===== src/rtl/tl_mem_slave_pkg.sv =====
// Shared definitions for the TileLink-UL memory slave: channel A and channel D
// opcode encodings and the request FSM states.
package definitions;

    typedef enum logic [2:0] {
        PUT_FULL    = 3'd0,
        PUT_PARTIAL = 3'd1,
        GET         = 3'd4
    } a_opcode_e;

    typedef enum logic [2:0] {
        ACCESS_ACK      = 3'd0,
        ACCESS_ACK_DATA = 3'd1
    } d_opcode_e;

    typedef enum logic [1:0] {
        IDLE,
        ACCESS,
        RESP
    } state_e;

endpackage


===== src/rtl/tl_mem_slave_req_checker.sv =====
// Combinational request validity checker: flags out-of-range word addresses,
// sizes wider than the data bus and addresses misaligned to the access size.
// Only instantiated when TL_MEM_ERR_CHECK_EN is defined.
module tl_req_checker #(
    parameter int W         = 4,
    parameter int A         = 32,
    parameter int Z         = 32,
    parameter int MEM_WORDS = 1024
) (
    input  logic [Z-1:0] a_size_i,
    input  logic [A-1:0] a_address_i,
    output logic         err_o
);

    localparam int LW = $clog2(W);
    localparam int AW = $clog2(MEM_WORDS);

    // Any single violated rule marks the request as an error.
    always_comb begin
        err_o = 1'b0;
        if ((a_address_i >> (LW + AW)) != '0) err_o = 1'b1;
        if (a_size_i > Z'(LW)) err_o = 1'b1;
        for (int i = 0; i < LW; i++) begin
            if ((Z'(i) < a_size_i) && a_address_i[i]) err_o = 1'b1;
        end
    end

endmodule


===== src/rtl/tl_mem_slave.sv =====
// TileLink-UL slave bridging single-beat Get / PutFullData / PutPartialData
// onto a single-port SRAM with one-cycle read latency. One request is in
// flight at a time: IDLE (accept + issue SRAM) -> ACCESS (capture read data)
// -> RESP (hold D until accepted).
// Optional feature macro: TL_MEM_ERR_CHECK_EN enables range, size and
// alignment error checks; without it the address wraps modulo MEM_WORDS.
module tl_mem_slave
    import definitions::*;
#(
    parameter int W         = 4,
    parameter int A         = 32,
    parameter int Z         = 32,
    parameter int O         = 1,
    parameter int I         = 1,
    parameter int SINK_ID   = 0,
    parameter int MEM_WORDS = 1024
) (
    input  logic                         clk_i,
    input  logic                         reset_i,
    input  logic [2:0]                   a_opcode_i,
    input  logic [2:0]                   a_param_i,
    input  logic [Z-1:0]                 a_size_i,
    input  logic [O-1:0]                 a_source_i,
    input  logic [A-1:0]                 a_address_i,
    input  logic [W-1:0]                 a_mask_i,
    input  logic [8*W-1:0]               a_data_i,
    input  logic                         a_valid_i,
    output logic                         a_ready_o,
    output logic [2:0]                   d_opcode_o,
    output logic [1:0]                   d_param_o,
    output logic [Z-1:0]                 d_size_o,
    output logic [O-1:0]                 d_source_o,
    output logic [I-1:0]                 d_sink_o,
    output logic [8*W-1:0]               d_data_o,
    output logic                         d_error_o,
    output logic                         d_valid_o,
    input  logic                         d_ready_i,
    output logic                         mem_en_o,
    output logic                         mem_we_o,
    output logic [$clog2(MEM_WORDS)-1:0] mem_addr_o,
    output logic [W-1:0]                 mem_wmask_o,
    output logic [8*W-1:0]               mem_wdata_o,
    input  logic [8*W-1:0]               mem_rdata_i
);

    localparam int LW = $clog2(W);
    localparam int AW = $clog2(MEM_WORDS);

    state_e        state, state_nxt;
    logic          is_get, is_put, supported, req_err, accept;
    logic          req_get, req_err_q;
    logic [Z-1:0]  req_size;
    logic [O-1:0]  req_source;
    d_opcode_e     d_opcode_q;

    assign is_get    = (a_opcode_i == GET);
    assign is_put    = (a_opcode_i == PUT_FULL) || (a_opcode_i == PUT_PARTIAL);
    assign supported = is_get || is_put;

`ifdef TL_MEM_ERR_CHECK_EN
    logic range_err;

    tl_req_checker #(
        .W         (W),
        .A         (A),
        .Z         (Z),
        .MEM_WORDS (MEM_WORDS)
    ) u_req_checker (
        .a_size_i    (a_size_i),
        .a_address_i (a_address_i),
        .err_o       (range_err)
    );

    assign req_err = !supported || range_err;
`else
    assign req_err = !supported;
`endif

    // SRAM request is driven straight from channel A during the accept cycle.
    assign mem_addr_o  = a_address_i[LW +: AW];
    assign mem_wmask_o = (a_opcode_i == PUT_PARTIAL) ? a_mask_i : '1;
    assign mem_wdata_o = a_data_i;

    // Opcode param and the unused address bits carry no meaning here.
    logic unused_bits;
    assign unused_bits = ^{a_param_i, a_address_i};

    // State register.
    always_ff @(posedge clk_i) begin
        // NOTE: sequential state uses non-blocking assignments so every flop
        // samples pre-edge values regardless of block ordering.
        if (reset_i) state <= IDLE;
        else         state <= state_nxt;
    end

    // Next-state logic and the combinational handshake / SRAM strobes.
    always_comb begin
        // NOTE: every output gets a default first so no path infers a latch.
        state_nxt = state;
        a_ready_o = 1'b0;
        accept    = 1'b0;
        mem_en_o  = 1'b0;
        mem_we_o  = 1'b0;
        case (state)
            IDLE: begin
                a_ready_o = !reset_i;
                if (a_valid_i && !reset_i) begin
                    accept    = 1'b1;
                    state_nxt = ACCESS;
                    mem_en_o  = !req_err;
                    mem_we_o  = !req_err && is_put;
                end
            end
            ACCESS:  state_nxt = RESP;
            RESP:    if (d_ready_i) state_nxt = IDLE;
            default: state_nxt = IDLE;
        endcase
    end

    // Capture the request attributes at the A handshake.
    always_ff @(posedge clk_i) begin
        if (reset_i) begin
            req_get    <= 1'b0;
            req_err_q  <= 1'b0;
            req_size   <= '0;
            req_source <= '0;
        end else if (accept) begin
            req_get    <= is_get;
            req_err_q  <= req_err;
            req_size   <= a_size_i;
            req_source <= a_source_i;
        end
    end

    // Build the D response in ACCESS; it stays frozen through RESP.
    always_ff @(posedge clk_i) begin
        if (reset_i) begin
            d_opcode_q <= ACCESS_ACK;
            d_error_o  <= 1'b0;
            d_data_o   <= '0;
            d_size_o   <= '0;
            d_source_o <= '0;
        end else if (state == ACCESS) begin
            d_opcode_q <= req_get ? ACCESS_ACK_DATA : ACCESS_ACK;
            d_error_o  <= req_err_q;
            d_data_o   <= (req_get && !req_err_q) ? mem_rdata_i : '0;
            d_size_o   <= req_size;
            d_source_o <= req_source;
        end
    end

    assign d_valid_o  = (state == RESP);
    assign d_opcode_o = d_opcode_q;
    assign d_param_o  = '0;
    assign d_sink_o   = I'(SINK_ID);

endmodule


===== config.mk =====
export PLATFORM = sky130hd
export DESIGN_NAME = tl_mem_slave
export DESIGN_NICKNAME = d
export VERILOG_FILES = /design/src/rtl/tl_mem_slave_pkg.sv /design/src/rtl/tl_mem_slave_req_checker.sv /design/src/rtl/tl_mem_slave.sv
export SDC_FILE = /design/constraint.sdc
export NUM_CORES = 1
export LEC_CHECK = 0
export ABC_AREA = 0
export CAP_MARGIN = 20
export CORE_MARGIN = 2
export CORE_UTILIZATION = 39
export CTS_BUF_LIST = sky130_fd_sc_hd__clkbuf_8
export CTS_CLUSTER_SIZE = 30
export DETAILED_ROUTE_END_ITERATION = 8
export PLACE_DENSITY = 0.95
export SLEW_MARGIN = 20
export SYNTH_ARGS = -nofsm -noshare
export SYNTH_HDL_FRONTEND = slang
export SYNTH_HIERARCHICAL = 1
export SYNTH_SLANG_ARGS = --single-unit

===== constraint.sdc =====
create_clock -name clk_i -period 3.2 [get_ports clk_i]
set_input_delay 0.64 -clock clk_i [delete_from_list [all_inputs] [get_ports clk_i]]
set_output_delay 0.64 -clock clk_i [all_outputs]
set_load 0.02 [all_outputs]

=== Yosys cells after proc, flatten, opt, wreduce, memory -nomap -nowiden ===
Cells that the tools add are included.

* Reduce and logical (&&, ||, !) cells: 11
* Multiplexer cells: 13
* Eq/ne operators: 6

{| class="wikitable"
|+ Operators with widths
! cell !! count
|-
| $mux 32 || 1
|-
| $mux 1 || 8
|-
| $pmux 2 s3 || 1
|-
| $mux 2 || 2
|-
| $mux 4 || 1
|-
| $eq 3x1->1 const B || 1
|-
| $eq 3x3->1 const B || 1
|-
| $logic_and 1x1->1 || 3
|-
| $logic_not 1->1 || 3
|-
| $logic_not 3->1 || 1
|-
| $eq 2x1->1 const B || 1
|-
| $eq 2x2->1 const B || 1
|-
| $logic_not 2->1 || 1
|-
| $logic_or 1x1->1 || 2
|-
| $ne 2x1->1 const B || 1
|-
| $ne 2x2->1 const B || 1
|-
| $reduce_and 2->1 || 1
|}

* Input bits: 143
* Output and inout port bits: 122
* Logic and storage cells: 40
* Register bits after elaboration: 106

=== Logic depth before layout (Yosys ltp) ===
* Word-level depth: 6
* Gate-level depth with buffers: 5
* Mapped depth without buffers: 4

=== Worst setup path after synthesis ===
Ideal clock, no wire load.

* Kind: input to output
* Start: input port reset_i
* End: output port mem_we_o
* Buffers on the path: 2
* Slack: 0.630 ns
* Arrival: 1.930 ns
* Data required time: 2.560 ns
* Cell stages on the path: 4
* Path through: or4b_4 -> buf_6 -> clkbuf_1 -> nor3_1

* Longest elaborated chain between the ends: 4

{| class="wikitable"
|+ RTL lines
! what !! line !! text
|-
| start: declaration || tl_mem_slave.sv:19 || <nowiki>input logic reset_i,</nowiki>
|-
| $logic_not 1->1 || tl_mem_slave.sv:107 || <nowiki>if (a_valid_i && !reset_i) begin</nowiki>
|-
| $logic_and 1x1->1 || tl_mem_slave.sv:107 ||
|-
| $mux 1 || tl_mem_slave.sv:107 ||
|-
| $mux 1 || tl_mem_slave.sv:104 || <nowiki>case (state)</nowiki>
|-
| end: declaration || tl_mem_slave.sv:39 || <nowiki>output logic mem_we_o,</nowiki>
|}

Every way passes these cells.

=== Worst setup path after layout ===
* Start: input port a_valid_i
* End: output port mem_we_o

* Longest elaborated chain between the ends: 3

{| class="wikitable"
|+ RTL lines
! what !! line !! text
|-
| start: declaration || tl_mem_slave.sv:27 || <nowiki>input logic a_valid_i,</nowiki>
|-
| $logic_and 1x1->1 || tl_mem_slave.sv:107 ||
|-
| $mux 1 || tl_mem_slave.sv:107 ||
|-
| $mux 1 || tl_mem_slave.sv:104 ||
|}

Every way passes these cells.

==> results by group <==
Yosys
  – Sequential element share of the synthesized area: 54.1%
  – Post-synthesis sequential element count: 104
  – Post-synthesis average cell area: 8.74 sq um
  – Ys Warns: 6
  – Post-synthesis cell type count: 22
  – Mapped Cells: 440
  – Synthesized area: 3850 sq um

Setup path
  – CP startpoint kind: input port
  – Crit. End Element: output port
  – Setup CP Type: input port to output port
  – Crit-path leading delay family: buffers and inverters
  – Worst Path Arrival: 2.48 ns
  – Buffer and inverter count on the worst path: 2
  – CP Data Required Time: 2.56 ns
  – CP cell instances: clkdlybuf4s50_1 -> or4b_4 -> nor3_1 -> clkdlybuf4s50_1
  – Worst path slowest cell: clkdlybuf4s50_1
  – Worst path most repeated cell: clkdlybuf4s50_1
  – CP max stage delay: 0.66 ns
  – Max FO, Critical Path: 4

Floorplan
  – Die width: 103 um
  – Area of the core: 9680 sq um
  – IO Pins: 265
  – Initial Utilization: 39.7%
  – Die Footprint: 10,700 sq um
  – # rows: 36
  – Die Height: 103 um

Detailed routing
  – Starting DRC count in detailed routing: 118
  – Routed WL: 10,200 um
  – Vias per std cell: 4.86
  – DRT Pass-1 Iters: 5
  – # DRC: 0
  – Post-DRT Antenna Nets: 0
  – Routed length per instance: 15.1 um
  – Via count: 3,273

Worst hold path
  – Hold Crit Class: register to register

Power
  – Clock power frac: 35.0%
  – Logic pwr share: 10.3%
  – Sw Share: 22.6%
  – Sequential power share: 54.7%
  – Int Pwr: 1900 uW
  – VDD IR max: 230 uV
  – Static leakage: 0.00189 uW
  – Net Sw Power: 553 uW
  – Power density over cell area: 460 nW/um^2

Timing
  – Worst-margin pin slew: 0.746 ns
  – Max Slew Vio Count: 0
  – Fmax: 0.320 GHz
  – Fin crit period: 3.12 ns
  – RSZ-0062 raised after global routing: false
  – Final TNS setup: 0 ns
  – Final setup fails: 0
  – Setup Skew: 0.00913 ns
  – Max-slew headroom: 50.2%
  – Final worst path period share: 97.6%
  – Hold Vio Cnt, Final: 0

CTS
  – Worst-Skew Late Latency: 0.35 ns
  – Post-CTS Setup Inserts: 0
  – TritonCTS clock tree: yes
  – Worst-path clk slew: 0.09 ns
  – Post-cts hold buffer count: 0
  – Clock Tree Buf Depth: 2
  – # resized after CTS: 0
  – Root buffer cell: clkbuf_8
  – Clk sinks: 104
  – Total CTS buffers: 9
  – H-tree depth: 3

Outcome
  – Result of the run: finished, final reports clean

Flow run
  – MaxCap Viol Count: 0

Place
  – Detailed Place HPWL: 7190 um
  – Port-buffer cells: 150
  – Area after DPL: 5110 sq um
  – Routability congestion estimate: 0.713

Layout
  – Antenna Cells: 0
  – Share of layout cells above drive strength 1: 5.36%
  – Area Growth Syn to Fin: 38.6%
  – Nets: 679
  – Final instance area: 5330 sq um
  – Fillers: 858

Global routing
  – Grt ovf: 0
  – Initial antenna violation count: 0
  – Largest net degree at the start of global routing: 73
  – Number of global-route vias before repair: 3,156
  – First-pass GRT wire length: 14,900 um
  – Gr usage total: 18.1%
==> cells in the mapped netlist <==
master	number	area share [%]
clkbuf_1	21	2.0
buf_6	1	0.29
nor3_1	3	0.39
conb_1	1	0.097
nand2b_1	7	1.1
buf_1	1	0.097
a22o_1	32	7.3
inv_2	1	0.097
or4b_4	2	0.72
buf_4	47	9.2
nor2b_1	1	0.16
buf_2	6	0.78
o21ai_2	1	0.23
nand2_1	136	13
nor3b_1	1	0.20
a21oi_1	70	9.1
dfxtp_1	104	54
and2b_1	1	0.20
o21ai_0	1	0.13
nand3b_1	1	0.20
nor2_1	1	0.097
and2_1	1	0.16
==> power by group through the flow <==
stage                     registers [uW]  logic (uW)  clock network, uW
after floorplan                     1380         183                  0
after global placement              1370         244                  0
after detailed placement            1370         251                  0
after CTS                           1340         252                888
after global routing                1340         272                934
final                               1340         252                858
==> registers in the layout, summed over array words and instances, names as in the netlist <==
signal and count:
req_source 1, req_get 1, d_error_o 1, state 2
d_size_o 32, d_opcode_o 1, d_source_o 1, req_err_q 1
d_data_o 32, req_size 32
==> layout by cell type, fill, tap and decap left out <==
cell,Yosys,final
dfxtp_1,104,104
nor3b_1,1,1
clkbuf_8,0,13
nor3_2,0,1
buf_4,47,7
nand3b_1,1,1
conb_1,1,5
nand2b_1,7,7
a22o_1,32,32
a21oi_1,70,70
and2_1,1,1
or4b_4,2,2
nor3_1,3,2
inv_2,1,1
bufinv_16,0,1
inv_1,0,1
o21ai_0,1,1
buf_2,6,1
clkdlybuf4s50_1,0,149
nor2_4,0,1
nor2b_1,1,1
and2b_1,1,1
nand2_1,136,136
o21ai_2,1,1
clkinv_2,0,1
==> routing by layer <==
layer	vias up	part of all wire, %	GRT usage [%]
li1	1583	-	-
met1	1530	40	20.8
met2	120	52	31.3
met3	40	5.1	3.16
met4	0	3.2	11.1
met5	-	0	0
==> cell families (layout without fill, tap and decap cells) <==
family,after synthesis,count (layout),synth area share (%)
AOI/OAI and AO/OA,104,104,16.8
other,1,5,0.0975
DFF,104,104,54.1
buffers and inverters,77,174,12.5
and+or+nand+nor,154,154,16.5
==> metrics by stage <==
step / power [uW] / hold slack [ns] / utilization, % / std cells / setup WS (ns)
2_1_floorplan: 1560 / 0.432 / - / 444 / 0.630
3_3_place_gp: 1610 / 0.436 / 52.7 / 658 / 0.148
3_5_place_dp: 1620 / 0.443 / 52.7 / 658 / 0.0254
4_1_cts: 2480 / 0.449 / 55.0 / 674 / 0.0328
5_1_grt: 2550 / 0.468 / 55.0 / 674 / 0.0393
6_report: 2450 / 0.453 / 55.0 / 674 / 0.0763
==> path summary, 6_finish.rpt <==
check,slack [ns],start,cells after the start,endpoint
worst min register to register,0.45,req_size[17],2,d_size_o[17]
worst max register to register,1.39,state[0],4,d_data_o[19]
worst max-delay path,0.08,a_valid_i,4,mem_we_o
worst min-delay path,0.45,req_size[17],2,d_size_o[17]
==> final cells by class <==
class                      instances  area [sq um]  area share (%)
clock buffer                      13           179            3.36
clock inverter                     3          38.8           0.728
inverter                           1          3.75          0.0704
multi-input combinational        263          1310            24.6
sequential                       104          2080            39.1
tap                              133           166            3.12
timing repair buffer             157          1550            29.1
==> worst register-to-register path, cell delays in order (launching register included) <==
cell	delay (ns)
dfxtp_1	0.41
nand2b_1	0.42
nor3_2	0.31
buf_4	0.37
a22o_1	0.25
Note: power is estimated with default switching activity, not from simulation.
